==> config.mk <==
export PLATFORM = sky130hd
export DESIGN_NAME = mmac_tile_sequencer
export DESIGN_NICKNAME = d
export VERILOG_FILES = /design/src/rtl/mmac_pkg.sv /design/src/rtl/mmac_tile_packer.sv /design/src/rtl/mmac_tile_sequencer.sv
export SDC_FILE = /design/constraint.sdc
export NUM_CORES = 1
export LEC_CHECK = 0
export ABC_CLOCK_PERIOD_IN_PS = 5200
export CAP_MARGIN = 20
export CORE_MARGIN = 4
export CORE_UTILIZATION = 50
export CTS_CLUSTER_DIAMETER = 150
export DETAILED_ROUTE_END_ITERATION = 16
export DONT_BUFFER_PORTS = 1
export PLACE_DENSITY = 0.73
export RECOVER_POWER = 25
export SLEW_MARGIN = 20
export SYNTH_ARGS = -nofsm -noshare
export SYNTH_HDL_FRONTEND = slang
export SYNTH_SLANG_ARGS = --single-unit
==> constraint.sdc <==
create_clock -name clk -period 5.2 [get_ports clk]
set_input_delay 0.52 -clock clk [delete_from_list [all_inputs] [get_ports clk]]
set_output_delay 0.52 -clock clk [all_outputs]
set_load 0.01 [all_outputs]
==> src/rtl/mmac_pkg.sv <==
// Shared sizes, sequencer state type and lane arithmetic for the 4x4 MMAC.
// MMAC_SAT_EN selects saturating lane adds instead of wrapping ones.
package mmac_pkg;

  localparam int M_SIZE     = 4;
  localparam int VAR_WIDTH  = 8;
  localparam int ELEMS      = M_SIZE * M_SIZE;
  localparam int DATA_WIDTH = ELEMS * VAR_WIDTH;
  localparam int IDX_W      = $clog2(ELEMS);

  typedef enum logic [2:0] {
    IDLE,
    CLR,
    LOAD,
    ISSUE,
    WAIT,
    ACC,
    OUT
  } mmac_seq_state_t;

  function automatic logic [VAR_WIDTH-1:0] lane_add(
    input logic [VAR_WIDTH-1:0] a,
    input logic [VAR_WIDTH-1:0] b
  );
    logic [VAR_WIDTH:0] s;
    s = {1'b0, a} + {1'b0, b};
`ifdef MMAC_SAT_EN
    lane_add = s[VAR_WIDTH] ? '1 : s[VAR_WIDTH-1:0];
`else
    lane_add = s[VAR_WIDTH-1:0];
`endif
  endfunction

  function automatic logic lane_ovf(
    input logic [VAR_WIDTH-1:0] a,
    input logic [VAR_WIDTH-1:0] b
  );
    logic [VAR_WIDTH:0] s;
    s = {1'b0, a} + {1'b0, b};
    lane_ovf = s[VAR_WIDTH];
  endfunction

endpackage

==> src/rtl/mmac_tile_packer.sv <==
// Element counter and A/B lane registers for one 4x4 tile.
// o_full flags the load that completes the tile; the counter then wraps.
module mmac_tile_packer
  import mmac_pkg::*;
(
  input  logic                  clk,
  input  logic                  rst,
  input  logic                  i_clr,
  input  logic                  i_load,
  input  logic [VAR_WIDTH-1:0]  i_a,
  input  logic [VAR_WIDTH-1:0]  i_b,
  output logic                  o_full,
  output logic [DATA_WIDTH-1:0] o_a,
  output logic [DATA_WIDTH-1:0] o_b
);

  localparam logic [IDX_W-1:0] LAST = IDX_W'(ELEMS - 1);

  logic [IDX_W-1:0]      r_idx;
  logic [DATA_WIDTH-1:0] r_a;
  logic [DATA_WIDTH-1:0] r_b;

  always_ff @(posedge clk) begin
    if (!rst) begin
      r_idx <= '0;
      r_a   <= '0;
      r_b   <= '0;
    end else if (i_clr) begin
      r_idx <= '0;
    end else if (i_load) begin
      r_a[r_idx*VAR_WIDTH +: VAR_WIDTH] <= i_a;
      r_b[r_idx*VAR_WIDTH +: VAR_WIDTH] <= i_b;
      r_idx <= r_idx + 1'b1;
    end
  end

  assign o_full = i_load && (r_idx == LAST);
  assign o_a    = r_a;
  assign o_b    = r_b;

endmodule

==> src/rtl/mmac_tile_sequencer.sv <==
// Job controller: packs tiles, issues them to the MMAC datapath, sums results.
// Define MMAC_SAT_EN for saturating accumulation and the sat_flag output.
module mmac_tile_sequencer
  import mmac_pkg::*;
#(
  parameter int MAC_LAT = 2,
  parameter int TILE_CW = 8
) (
  input  logic                  clk,
  input  logic                  rst,
  input  logic                  start,
  input  logic [TILE_CW-1:0]    num_tiles,
  input  logic                  in_valid,
  output logic                  in_ready,
  input  logic [VAR_WIDTH-1:0]  in_a,
  input  logic [VAR_WIDTH-1:0]  in_b,
  output logic [DATA_WIDTH-1:0] mac_a,
  output logic [DATA_WIDTH-1:0] mac_b,
  output logic                  mac_enable,
  output logic                  mac_clear,
  input  logic [DATA_WIDTH-1:0] mac_res,
  output logic                  out_valid,
  input  logic                  out_ready,
  output logic [DATA_WIDTH-1:0] out_data,
  output logic                  busy,
  output logic                  done
`ifdef MMAC_SAT_EN
  ,
  output logic                  sat_flag
`endif
);

  localparam logic [3:0] WAIT_LAST = 4'(MAC_LAT - 2);

  mmac_seq_state_t       r_state;
  mmac_seq_state_t       w_next;
  logic [TILE_CW-1:0]    r_num_tiles;
  logic [TILE_CW-1:0]    r_tile_cnt;
  logic [DATA_WIDTH-1:0] r_acc;
  logic [DATA_WIDTH-1:0] w_sum;
  logic [3:0]            r_wait;
  logic                  w_accept;
  logic                  w_load;
  logic                  w_full;
  logic                  w_last;

  assign w_accept = (r_state == IDLE) && start;
  assign w_load   = in_valid && in_ready;
  assign w_last   = (TILE_CW'(r_tile_cnt + 1'b1) == r_num_tiles);

  mmac_tile_packer u_packer (
    .clk    (clk),
    .rst    (rst),
    .i_clr  (w_accept),
    .i_load (w_load),
    .i_a    (in_a),
    .i_b    (in_b),
    .o_full (w_full),
    .o_a    (mac_a),
    .o_b    (mac_b)
  );

  always_ff @(posedge clk) begin
    if (!rst) r_state <= IDLE;
    else      r_state <= w_next;
  end

  always_comb begin
    w_next     = r_state;
    in_ready   = 1'b0;
    mac_enable = 1'b0;
    mac_clear  = 1'b0;
    out_valid  = 1'b0;
    busy       = 1'b1;
    done       = 1'b0;
    unique case (r_state)
      IDLE: begin
        busy = 1'b0;
        if (start) w_next = CLR;
      end
      CLR: begin
        mac_clear = 1'b1;
        w_next    = LOAD;
      end
      LOAD: begin
        in_ready = 1'b1;
        if (w_full) w_next = ISSUE;
      end
      ISSUE: begin
        mac_enable = 1'b1;
        w_next     = (MAC_LAT == 1) ? ACC : WAIT;
      end
      WAIT: begin
        if (r_wait == WAIT_LAST) w_next = ACC;
      end
      ACC: begin
        w_next = w_last ? OUT : LOAD;
      end
      OUT: begin
        out_valid = 1'b1;
        if (out_ready) begin
          done   = 1'b1;
          w_next = IDLE;
        end
      end
      default: w_next = IDLE;
    endcase
  end

  always_comb begin
    w_sum = r_acc;
    for (int i = 0; i < ELEMS; i++) begin
      w_sum[i*VAR_WIDTH +: VAR_WIDTH] =
        lane_add(r_acc[i*VAR_WIDTH +: VAR_WIDTH],
                 mac_res[i*VAR_WIDTH +: VAR_WIDTH]);
    end
  end

  // mac_res is only meaningful in ACC, MAC_LAT cycles after the issue strobe
  always_ff @(posedge clk) begin
    if (!rst) begin
      r_num_tiles <= '0;
      r_tile_cnt  <= '0;
      r_acc       <= '0;
      r_wait      <= '0;
    end else begin
      r_wait <= (r_state == WAIT) ? r_wait + 1'b1 : '0;
      if (w_accept) begin
        r_num_tiles <= (num_tiles == '0) ? TILE_CW'(1) : num_tiles;
        r_tile_cnt  <= '0;
        r_acc       <= '0;
      end else if (r_state == ACC) begin
        r_acc      <= w_sum;
        r_tile_cnt <= r_tile_cnt + 1'b1;
      end
    end
  end

  assign out_data = r_acc;

`ifdef MMAC_SAT_EN
  logic w_ovf;
  logic r_sat;

  always_comb begin
    w_ovf = 1'b0;
    for (int i = 0; i < ELEMS; i++) begin
      w_ovf = w_ovf |
        lane_ovf(r_acc[i*VAR_WIDTH +: VAR_WIDTH],
                 mac_res[i*VAR_WIDTH +: VAR_WIDTH]);
    end
  end

  always_ff @(posedge clk) begin
    if (!rst)                   r_sat <= 1'b0;
    else if (w_accept)          r_sat <= 1'b0;
    else if (r_state == ACC)    r_sat <= r_sat | w_ovf;
  end

  assign sat_flag = r_sat;
`endif

endmodule

==> results of run 1 <==
## report_power, final
group          internal, mW  leakage (nW)  switching (mW)
Combinational        0.0979          3.99           0.233
Clock                  1.88         0.736            1.36
Sequential             3.16          3.31          0.0234
## cells by family (layout without fill, tap and decap cells)
| group | count (synthesis) | after routing | share of synthesized area |
|---|---|---|---|
| flip-flops | 411 | 411 | 0.400 |
| XOR/XNOR | 21 | 21 | 0.00893 |
| other | 0 | 2 | 0 |
| multiplexers | 64 | 64 | 0.0311 |
| AND/OR/NAND/NOR | 1049 | 1049 | 0.250 |
| adder cells (fa/ha/maj) | 134 | 134 | 0.0873 |
| buffers and inverters | 269 | 178 | 0.0574 |
| AO/OA/AOI/OAI | 574 | 574 | 0.165 |
## cells in the mapped netlist, types with 2 or more instances
cell type,n,area [µm²]
sky130_fd_sc_hd__a2111o_1,16,180
sky130_fd_sc_hd__a211oi_1,50,375
sky130_fd_sc_hd__a21o_1,17,128
sky130_fd_sc_hd__a21oi_1,288,1440
sky130_fd_sc_hd__a311oi_1,2,17.5
sky130_fd_sc_hd__a31oi_1,32,200
sky130_fd_sc_hd__and2_1,17,106
sky130_fd_sc_hd__and3_1,21,131
sky130_fd_sc_hd__and4_1,16,140
sky130_fd_sc_hd__and4b_1,3,30.0
sky130_fd_sc_hd__buf_1,4,15.0
sky130_fd_sc_hd__buf_2,52,260
sky130_fd_sc_hd__buf_4,18,135
sky130_fd_sc_hd__buf_6,3,33.8
sky130_fd_sc_hd__clkbuf_1,117,439
sky130_fd_sc_hd__dfxtp_1,411,8230
sky130_fd_sc_hd__fa_1,16,320
sky130_fd_sc_hd__ha_1,118,1480
sky130_fd_sc_hd__inv_1,72,270
sky130_fd_sc_hd__mux2i_1,64,641
sky130_fd_sc_hd__nand2_1,379,1420
sky130_fd_sc_hd__nand2b_1,18,113
sky130_fd_sc_hd__nand3_1,176,881
sky130_fd_sc_hd__nand4_1,134,838
sky130_fd_sc_hd__nor2_1,108,405
sky130_fd_sc_hd__nor2_2,2,12.5
sky130_fd_sc_hd__nor2b_1,35,219
sky130_fd_sc_hd__nor3_1,83,415
sky130_fd_sc_hd__nor3b_1,3,22.5
sky130_fd_sc_hd__nor4_1,18,113
sky130_fd_sc_hd__nor4_4,2,42.5
sky130_fd_sc_hd__o211ai_1,17,128
sky130_fd_sc_hd__o21a_1,32,240
sky130_fd_sc_hd__o21ai_0,85,425
sky130_fd_sc_hd__o21bai_1,16,120
sky130_fd_sc_hd__o31ai_1,16,120
sky130_fd_sc_hd__or3_1,20,125
sky130_fd_sc_hd__or4_1,2,15.0
sky130_fd_sc_hd__xnor2_1,8,70.1
sky130_fd_sc_hd__xor2_1,13,114
## layout by cell type (no fill, tap or decap), types with 18 or more instances in the layout
cell / count
sky130_fd_sc_hd__nor2_1: 105
sky130_fd_sc_hd__o21a_1: 32
sky130_fd_sc_hd__inv_1: 71
sky130_fd_sc_hd__nand4_1: 134
sky130_fd_sc_hd__nand3_1: 176
sky130_fd_sc_hd__ha_1: 118
sky130_fd_sc_hd__nand2b_1: 18
sky130_fd_sc_hd__nor2b_1: 35
sky130_fd_sc_hd__nor3_1: 83
sky130_fd_sc_hd__a211oi_1: 50
sky130_fd_sc_hd__dfxtp_1: 411
sky130_fd_sc_hd__and3_1: 21
sky130_fd_sc_hd__o21ai_0: 85
sky130_fd_sc_hd__clkbuf_16: 45
sky130_fd_sc_hd__a31oi_1: 32
sky130_fd_sc_hd__mux2i_1: 64
sky130_fd_sc_hd__or3_1: 20
sky130_fd_sc_hd__nand2_1: 378
sky130_fd_sc_hd__a21oi_1: 288
sky130_fd_sc_hd__buf_4: 19
## layer usage
layer  up-vias  part of all wire
met5         -           0.00049
met2       972              0.46
met3       178              0.13
met1      8834              0.37
met4         4             0.040
li1       8777                 -
## area by class of cell
| class | instances | area (µm²) | area share |
|---|---|---|---|
| Antenna cell | 2 | 5.00 | 0.000226 |
| Clock buffer | 60 | 1270 | 0.0575 |
| Clock inverter | 21 | 214 | 0.00967 |
| Inverter | 73 | 279 | 0.0126 |
| Multi-Input combinational cell | 1842 | 11200 | 0.508 |
| Sequential cell | 411 | 8230 | 0.372 |
| Tap cell | 532 | 666 | 0.0301 |
| Timing Repair Buffer | 24 | 214 | 0.00967 |
## worst paths after layout
kind,from,end,depth (start not counted)
worst max-delay path,rst,u_packer.o_a[24]$_SDFFE_PN0P_,4
worst min-delay path,in_a[3],u_packer.o_a[19]$_SDFFE_PN0P_,2
worst max register to register,u_packer.r_idx[0]$_SDFFE_PP0P_,u_packer.o_b[83]$_SDFFE_PN0P_,7
worst min register to register,r_num_tiles[6]$_SDFFE_PN0P_,r_num_tiles[6]$_SDFFE_PN0P_,2
## worst max-delay path: stages
cell                       delay, ps
sky130_fd_sc_hd__inv_6           180
sky130_fd_sc_hd__buf_12          250
sky130_fd_sc_hd__clkbuf_2       2550
sky130_fd_sc_hd__a21oi_1         140
## registers in the layout, indices dropped and copies added, names as in the netlist
| signal | cells |
|---|---|
| r_tile_cnt | 8 |
| r_wait | 4 |
| r_state | 3 |
| u_packer.o_b | 128 |
| u_packer.r_idx | 4 |
| u_packer.o_a | 128 |
| out_data | 128 |
| r_num_tiles | 8 |
==> results_tabular.tex, run 1 <==
\begin{tabular}{lr}
\hline
Metric & Value \\
\hline
\multicolumn{2}{l}{\textbf{Status}} \\
\quad Result of the run & finished with violations \\
\quad Failing checks & capacitance limit, slew limit \\
\multicolumn{2}{l}{\textbf{Global routing}} \\
\quad Global-route wire length before repair & 101 mm \\
\quad GRT met3 Usage & 0.113 \\
\quad Global-route met1 utilization & 0.331 \\
\quad Overflow after GRT & 0 \\
\quad GRT busiest layer & met2 \\
\quad Routing usage on met2 & 0.466 \\
\quad Antenna violations before repair & 3 \\
\quad Maximum number of pins on one net before global-route repair & 227 \\
\quad All-Layer GR Usage & 0.282 \\
\quad Vias in the first global route & 17.3k \\
\multicolumn{2}{l}{\textbf{Worst setup path}} \\
\quad Kind of critical path & input pin to flop \\
\quad Element type at the critical path start & input pin \\
\quad Register-to-register setup slack & 1600 ps \\
\quad Data arrival time of the critical path & 3880 ps \\
\quad Worst-path maximum fanout & 184 \\
\quad Worst Path Required & 5470 ps \\
\quad Critical path endpoint category & flop \\
\multicolumn{2}{l}{\textbf{Logic synthesis}} \\
\quad Cell area after technology mapping & 0.0206 mm² \\
\quad Number of enable-type register cells in the synthesized netlist & 0 \\
\quad Cells after synthesis & 2,522 \\
\quad Flip-flop cell with the highest count after synthesis & sky130\_fd\_sc\_hd\_\_dfxtp\_1 \\
\quad Mapped Avg Cell Area & 8.16 µm² \\
\quad Flops \& latches, synth & 411 \\
\quad Sequential share of the synthesized area & 0.400 \\
\quad Syn\_nets & 2,813 \\
\quad FFs w/ async S/R, synth & 0 \\
\quad Synth warn & 0 \\
\quad Distinct cell type count of the synthesized netlist & 58 \\
\multicolumn{2}{l}{\textbf{Pwr}} \\
\quad Power consumption & 6.76 mW \\
\quad Power per unit of standard cell area & 305 mW/mm² \\
\quad VDD IR max & 0.000231 V \\
\quad Static Leak & 8.03 nW \\
\multicolumn{2}{l}{\textbf{Cells and area}} \\
\quad Core utilization of the finished layout & 0.543 \\
\quad Post-route standard cell area excluding fillers & 0.0221 mm² \\
\quad Fraction of layout instances using a drive strength above 1 & 0.0490 \\
\quad Layout fillers & 3,682 \\
\quad Area Overhead vs Synth & 7.46\% \\
\quad Non-filler cells in the finished layout & 2,965 \\
\quad Layout Nets & 2,688 \\
\multicolumn{2}{l}{\textbf{Placement}} \\
\quad Final weighted congestion in routability-driven placement & 0.905 \\
\quad DP Cell Count & 2,879 \\
\quad Pre-CTS WS & 1800 ps \\
\quad Total cell area at the placement stage & 0.0206 mm² \\
\quad Dpl hpwl & 47.5 mm \\
\quad Number of buffers inserted by port buffering & 0 \\
\multicolumn{2}{l}{\textbf{Timing}} \\
\quad Fin worst setup slack & 1600 ps \\
\quad Clk\_skew & 23.4 ps \\
\quad Accumulated negative setup slack & 0 ps \\
\quad Setup repair after global routing missed its margin & false \\
\quad Highest Clock Rate & 278 MHz \\
\quad Worst hold-check slack & 94.0 ps \\
\quad Count of endpoints failing hold in the final timing report & 0 \\
\quad Total setup violations reported at the end of the flow & 0 \\
\quad Min Tclk post-route & 3600 ps \\
\quad Relative slew slack & -1.47 \\
\quad Least-Margin Pin Slew & 3710 ps \\
\quad Final clock period utilization by the worst path & 0.693 \\
\quad Max-slew violation total from the final report & 185 \\
\multicolumn{2}{l}{\textbf{Flow run}} \\
\quad Maximum capacitance violations & 1 \\
\multicolumn{2}{l}{\textbf{Die}} \\
\quad Total number of placement rows & 74 \\
\quad Initial Utilization & 0.505 \\
\quad I/O Pins & 547 \\
\quad DIE WIDTH & 211 µm \\
\quad Die Outline Area & 0.0445 mm² \\
\quad Std-Cell Core Area & 0.0407 mm² \\
\quad Height of the die & 211 µm \\
\multicolumn{2}{l}{\textbf{Clock network}} \\
\quad Root Buffer & sky130\_fd\_sc\_hd\_\_clkbuf\_16 \\
\quad TritonCTS clock tree & yes \\
\quad Count of hold-fix buffers inserted at cts & 0 \\
\quad Post-CTS Setup Inserts & 0 \\
\quad Clock Sink Count & 411 \\
\quad Clock latency on the worst-skew pair & 580 ps \\
\quad Number of buffers added by the clock tree synthesis step & 45 \\
\quad H-tree lvl count & 2 \\
\quad Post-cts resize count & 0 \\
\quad CTS clk-pin slew, worst paths & 60 ps \\
\quad Clock buffer depth & 3 \\
\multicolumn{2}{l}{\textbf{Drt}} \\
\quad Mean routed wirelength per cell & 22.8 µm \\
\quad First drt pass iteration count & 6 \\
\quad Final antenna-violating net count & 0 \\
\quad Total number of vias & 18.8k \\
\quad Remaining DRCs & 0 \\
\quad Total wire length after detailed routing & 67.7 mm \\
\quad Vias per cell & 6.33 \\
\quad DR iter-0 viols & 1,731 \\
\multicolumn{2}{l}{\textbf{Min path}} \\
\quad Worst hold path type & input pin to flop \\
\hline
\end{tabular}
Note: power is estimated with default switching activity, not from simulation.
==> run 2: changes to the inputs <==
ABC_CLOCK_PERIOD_IN_PS = 3600   (was 5200)
clock period = 3.6 ns   (was 5.2 ns; I/O delays follow)
==> run 2 against run 1 <==
Compared with the run above:
- the run now ends clean
- wire length rose by 0.21%
- clock power rose by 48%
- register-to-register slack got worse by 1100 ps
- clock-buffer cell count rose by 2
- largest power group unchanged
- setup slack got worse by 1100 ps
- first-iteration DRC count fell by 5.4%
- utilization rose by 1.1 points
- sequential share of layout area fell by 0.71 points
- via count rose by 0.48%
- power rose by 48%
- clock skew fell by 2.4 ps
- sequential cell count did not move
==> results_tabular.tex, run 2 (synthesis gave the netlist of run 1 again) <==
\begin{tabular}{lr}
\hline
Metric & Value \\
\hline
\multicolumn{2}{l}{\textbf{Status}} \\
\quad Result of the run & finished, final reports clean \\
\multicolumn{2}{l}{\textbf{Worst setup path}} \\
\quad Data arrival time of the critical path & 3570 ps (-310 ps) \\
\quad Register-to-register setup slack & 490 ps (-1110 ps) \\
\quad Top Family by Delay on Critical Path & buffers and inverters \\
\quad Worst path buffer plus inverter count & 4 (+1) \\
\quad Longest individual stage delay on the worst path & 580 ps (-1970 ps) \\
\quad Critical path endpoint category & flop \\
\quad Levels on crit path & 10 (+6) \\
\quad Cell with the biggest individual delay on the critical path & sky130\_fd\_sc\_hd\_\_dlygate4sd3\_1 \\
\quad End of the worst register-to-register path & u\_packer.o\_b[103]\$\_SDFFE\_PN0P\_ \\
\quad Cell seen most often among critical-path stages & sky130\_fd\_sc\_hd\_\_buf\_4 \\
\quad RR Startpoint & u\_packer.r\_idx[0]\$\_SDFFE\_PP0P\_ \\
\quad Worst-path maximum fanout & 42 (-77\%) \\
\quad Element type at the critical path start & flop \\
\quad Kind of critical path & flop to flop \\
\quad Cell depth of the worst flop-to-flop path & 10 (+3) \\
\quad Ordered list of cells on the worst path & inv\_1, ha\_1, nor3b\_1, nor3b\_4, buf\_4, nand4\_1, buf\_4, nand3\_1, o21ai\_0, dlygate4sd3\_1 \\
\quad Worst Path Required & 4060 ps (-1410 ps) \\
\multicolumn{2}{l}{\textbf{Cells and area}} \\
\quad Commonest cells after routing, fill and taps aside & sky130\_fd\_sc\_hd\_\_dfxtp\_1, sky130\_fd\_sc\_hd\_\_nand2\_1, sky130\_fd\_sc\_hd\_\_a21oi\_1 \\
\quad Leading cell type in the layout, fill and taps excluded & sky130\_fd\_sc\_hd\_\_dfxtp\_1 \\
\quad Fraction of layout instances using a drive strength above 1 & 0.0514 (+0.00242) \\
\quad Non-filler cells in the finished layout & 3,007 (+1.4\%) \\
\quad Register cell area after layout & 0.00823 mm² (unchanged) \\
\quad Layout fillers & 3,667 (-0.41\%) \\
\quad Area Overhead vs Synth & 9.56\% \\
\quad Layout Nets & 2,727 (+1.5\%) \\
\quad Area occupied by multi-input gates & 0.0112 mm² (about the same) \\
\multicolumn{2}{l}{\textbf{Drt}} \\
\quad Final antenna-violating net count & 0 (unchanged) \\
\quad Remaining DRCs & 0 (unchanged) \\
\quad Mean routed wirelength per cell & 22.6 µm (-1.2\%) \\
\quad DR iter-0 viols & 1,637 (-5.4\%) \\
\quad Vias per cell & 6.27 (-0.92\%) \\
\quad First drt pass iteration count & 8 (+2) \\
\quad Total wire length after detailed routing & 67.9 mm (+0.21\%) \\
\quad Total number of vias & 18.9k (+0.48\%) \\
\multicolumn{2}{l}{\textbf{Placement}} \\
\quad Pre-CTS WS & 668 ps (-1130 ps) \\
\quad DP Cell Count & 2,894 (+0.52\%) \\
\quad Final weighted congestion in routability-driven placement & 0.913 (+0.92\%) \\
\quad Number of buffers inserted by port buffering & 0 (unchanged) \\
\quad Dpl hpwl & 47.7 mm (+0.49\%) \\
\multicolumn{2}{l}{\textbf{Clock network}} \\
\quad H-tree lvl count & 2 (unchanged) \\
\quad Post-CTS Setup Inserts & 0 (unchanged) \\
\quad CTS clk-pin slew, worst paths & 60 ps (about the same) \\
\quad Post-cts resize count & 0 (unchanged) \\
\quad Root Buffer & sky130\_fd\_sc\_hd\_\_clkbuf\_16 \\
\quad Clock latency on the worst-skew pair & 580 ps (about the same) \\
\quad Number of buffers added by the clock tree synthesis step & 45 (unchanged) \\
\quad Clock buffer depth & 3 (unchanged) \\
\quad Count of hold-fix buffers inserted at cts & 27 (+27) \\
\quad Clock Sink Count & 411 (unchanged) \\
\quad TritonCTS clock tree & yes \\
\multicolumn{2}{l}{\textbf{Timing}} \\
\quad Relative slew slack & 0.218 (+1.69) \\
\quad Max-slew violation total from the final report & 0 (-100\%) \\
\quad Final clock period utilization by the worst path & 0.864 \\
\quad Min Tclk post-route & 3110 ps \\
\quad Clk\_skew & 21.0 ps (-2.42 ps) \\
\quad Accumulated negative setup slack & 0 ps (unchanged) \\
\quad Highest Clock Rate & 321 MHz \\
\quad Fin worst setup slack & 488 ps (-1110 ps) \\
\quad Least-Margin Pin Slew & 1170 ps (-2540 ps) \\
\quad Count of endpoints failing hold in the final timing report & 0 (unchanged) \\
\quad Setup repair after global routing missed its margin & false \\
\quad Total setup violations reported at the end of the flow & 0 (unchanged) \\
\multicolumn{2}{l}{\textbf{Pwr}} \\
\quad Power per unit of standard cell area & 443 mW/mm² (+45\%) \\
\quad Clk network pwr share & 0.481 (+0.002) \\
\quad Fraction of power consumed by sequential logic & 0.460 (-0.012) \\
\quad Static Leak & 8.23 nW (+2.5\%) \\
\quad VDD IR max & 0.000334 V (+45\%) \\
\quad Sw Ratio & 0.246 (+0.00630) \\
\quad Cell-internal power & 7.54 mW (+47\%) \\
\quad Combinational share of power & 0.059 (+0.010) \\
\quad Net switching power of the design & 2.46 mW (+52\%) \\
\multicolumn{2}{l}{\textbf{Die}} \\
\quad Die Outline Area & 0.0445 mm² (unchanged) \\
\quad Initial Utilization & 0.505 (unchanged) \\
\quad Height of the die & 211 µm (unchanged) \\
\quad I/O Pins & 547 (unchanged) \\
\quad DIE WIDTH & 211 µm (unchanged) \\
\quad Total number of placement rows & 74 (unchanged) \\
\quad Std-Cell Core Area & 0.0407 mm² (unchanged) \\
\multicolumn{2}{l}{\textbf{Global routing}} \\
\quad Vias in the first global route & 17.5k (+1.5\%) \\
\quad Overflow after GRT & 0 (unchanged) \\
\quad Maximum number of pins on one net before global-route repair & 225 (-0.88\%) \\
\quad All-Layer GR Usage & 0.284 (+0.00167) \\
\quad Antenna violations before repair & 3 (unchanged) \\
\quad Global-route wire length before repair & 102 mm (+1.1\%) \\
\multicolumn{2}{l}{\textbf{Min path}} \\
\quad Terminating pin of the worst hold path & r\_state[1]\$\_SDFFE\_PN0P\_ \\
\quad Worst hold path type & input pin to flop \\
\quad Hold Crit Depth & 2 (unchanged) \\
\quad Startpoint of the most critical hold path & rst \\
\multicolumn{2}{l}{\textbf{Flow run}} \\
\quad Maximum capacitance violations & 0 (-1) \\
\hline
\end{tabular}
run 2: per-layer routing:
| layer | up-vias | wire length (µm) | track usage |
|---|---|---|---|
| met3 | 180 | 8350 | 0.116 |
| met2 | 932 | 31000 | 0.452 |
| met5 | - | 13 | 0 |
| li1 | 8853 | - | - |
| met4 | 2 | 3170 | 0.137 |
| met1 | 8888 | 25400 | 0.335 |
run 2: worst max-delay path by stage:
stage	startpoint	to	slack, ps
2_1_floorplan	u_packer.r_idx[2]$_SDFFE_PP0P_	u_packer.o_b[54]$_SDFFE_PN0P_	1380
3_3_place_gp	u_packer.r_idx[0]$_SDFFE_PP0P_	u_packer.o_a[112]$_SDFFE_PN0P_	800
3_5_place_dp	u_packer.r_idx[0]$_SDFFE_PP0P_	u_packer.o_a[112]$_SDFFE_PN0P_	670
4_1_cts	u_packer.r_idx[0]$_SDFFE_PP0P_	u_packer.o_b[103]$_SDFFE_PN0P_	530
5_1_grt	u_packer.r_idx[0]$_SDFFE_PP0P_	u_packer.o_b[103]$_SDFFE_PN0P_	280
6_report	u_packer.r_idx[0]$_SDFFE_PP0P_	u_packer.o_b[103]$_SDFFE_PN0P_	490
run 2: area by class of cell:
type                    instances  share of cell area
well taps                     532              0.0295
flip-flops and latches        411               0.365
inverters                      73              0.0124
multi-input cells            1842               0.498
repair buffers                 63              0.0265
clock buffers                  62              0.0550
clock inverters                21              0.0134
diodes                          3            0.000333
run 2: power by group through the flow:
stage,sequential [mW],clock [mW],combinational (mW)
2_1_floorplan,4.68,0,0.406
3_3_place_gp,4.70,0,0.458
3_5_place_dp,4.70,0,0.475
4_1_cts,4.60,4.86,0.582
5_1_grt,4.60,5.05,0.644
6_report,4.60,4.81,0.593
run 2: per-stage QoR:
step / instance area (µm²) / hold WS, ps / power, mW / utilization
floorplan: 20600 / 430 / 5.09 / -
global placement: 20700 / 444 / 5.16 / 0.509
detailed placement: 20700 / 458 / 5.18 / 0.509
CTS: 22600 / 0.629 / 10.0 / 0.554
global route: 22600 / 22.8 / 10.3 / 0.554
finish: 22600 / 24.4 / 10.0 / 0.554
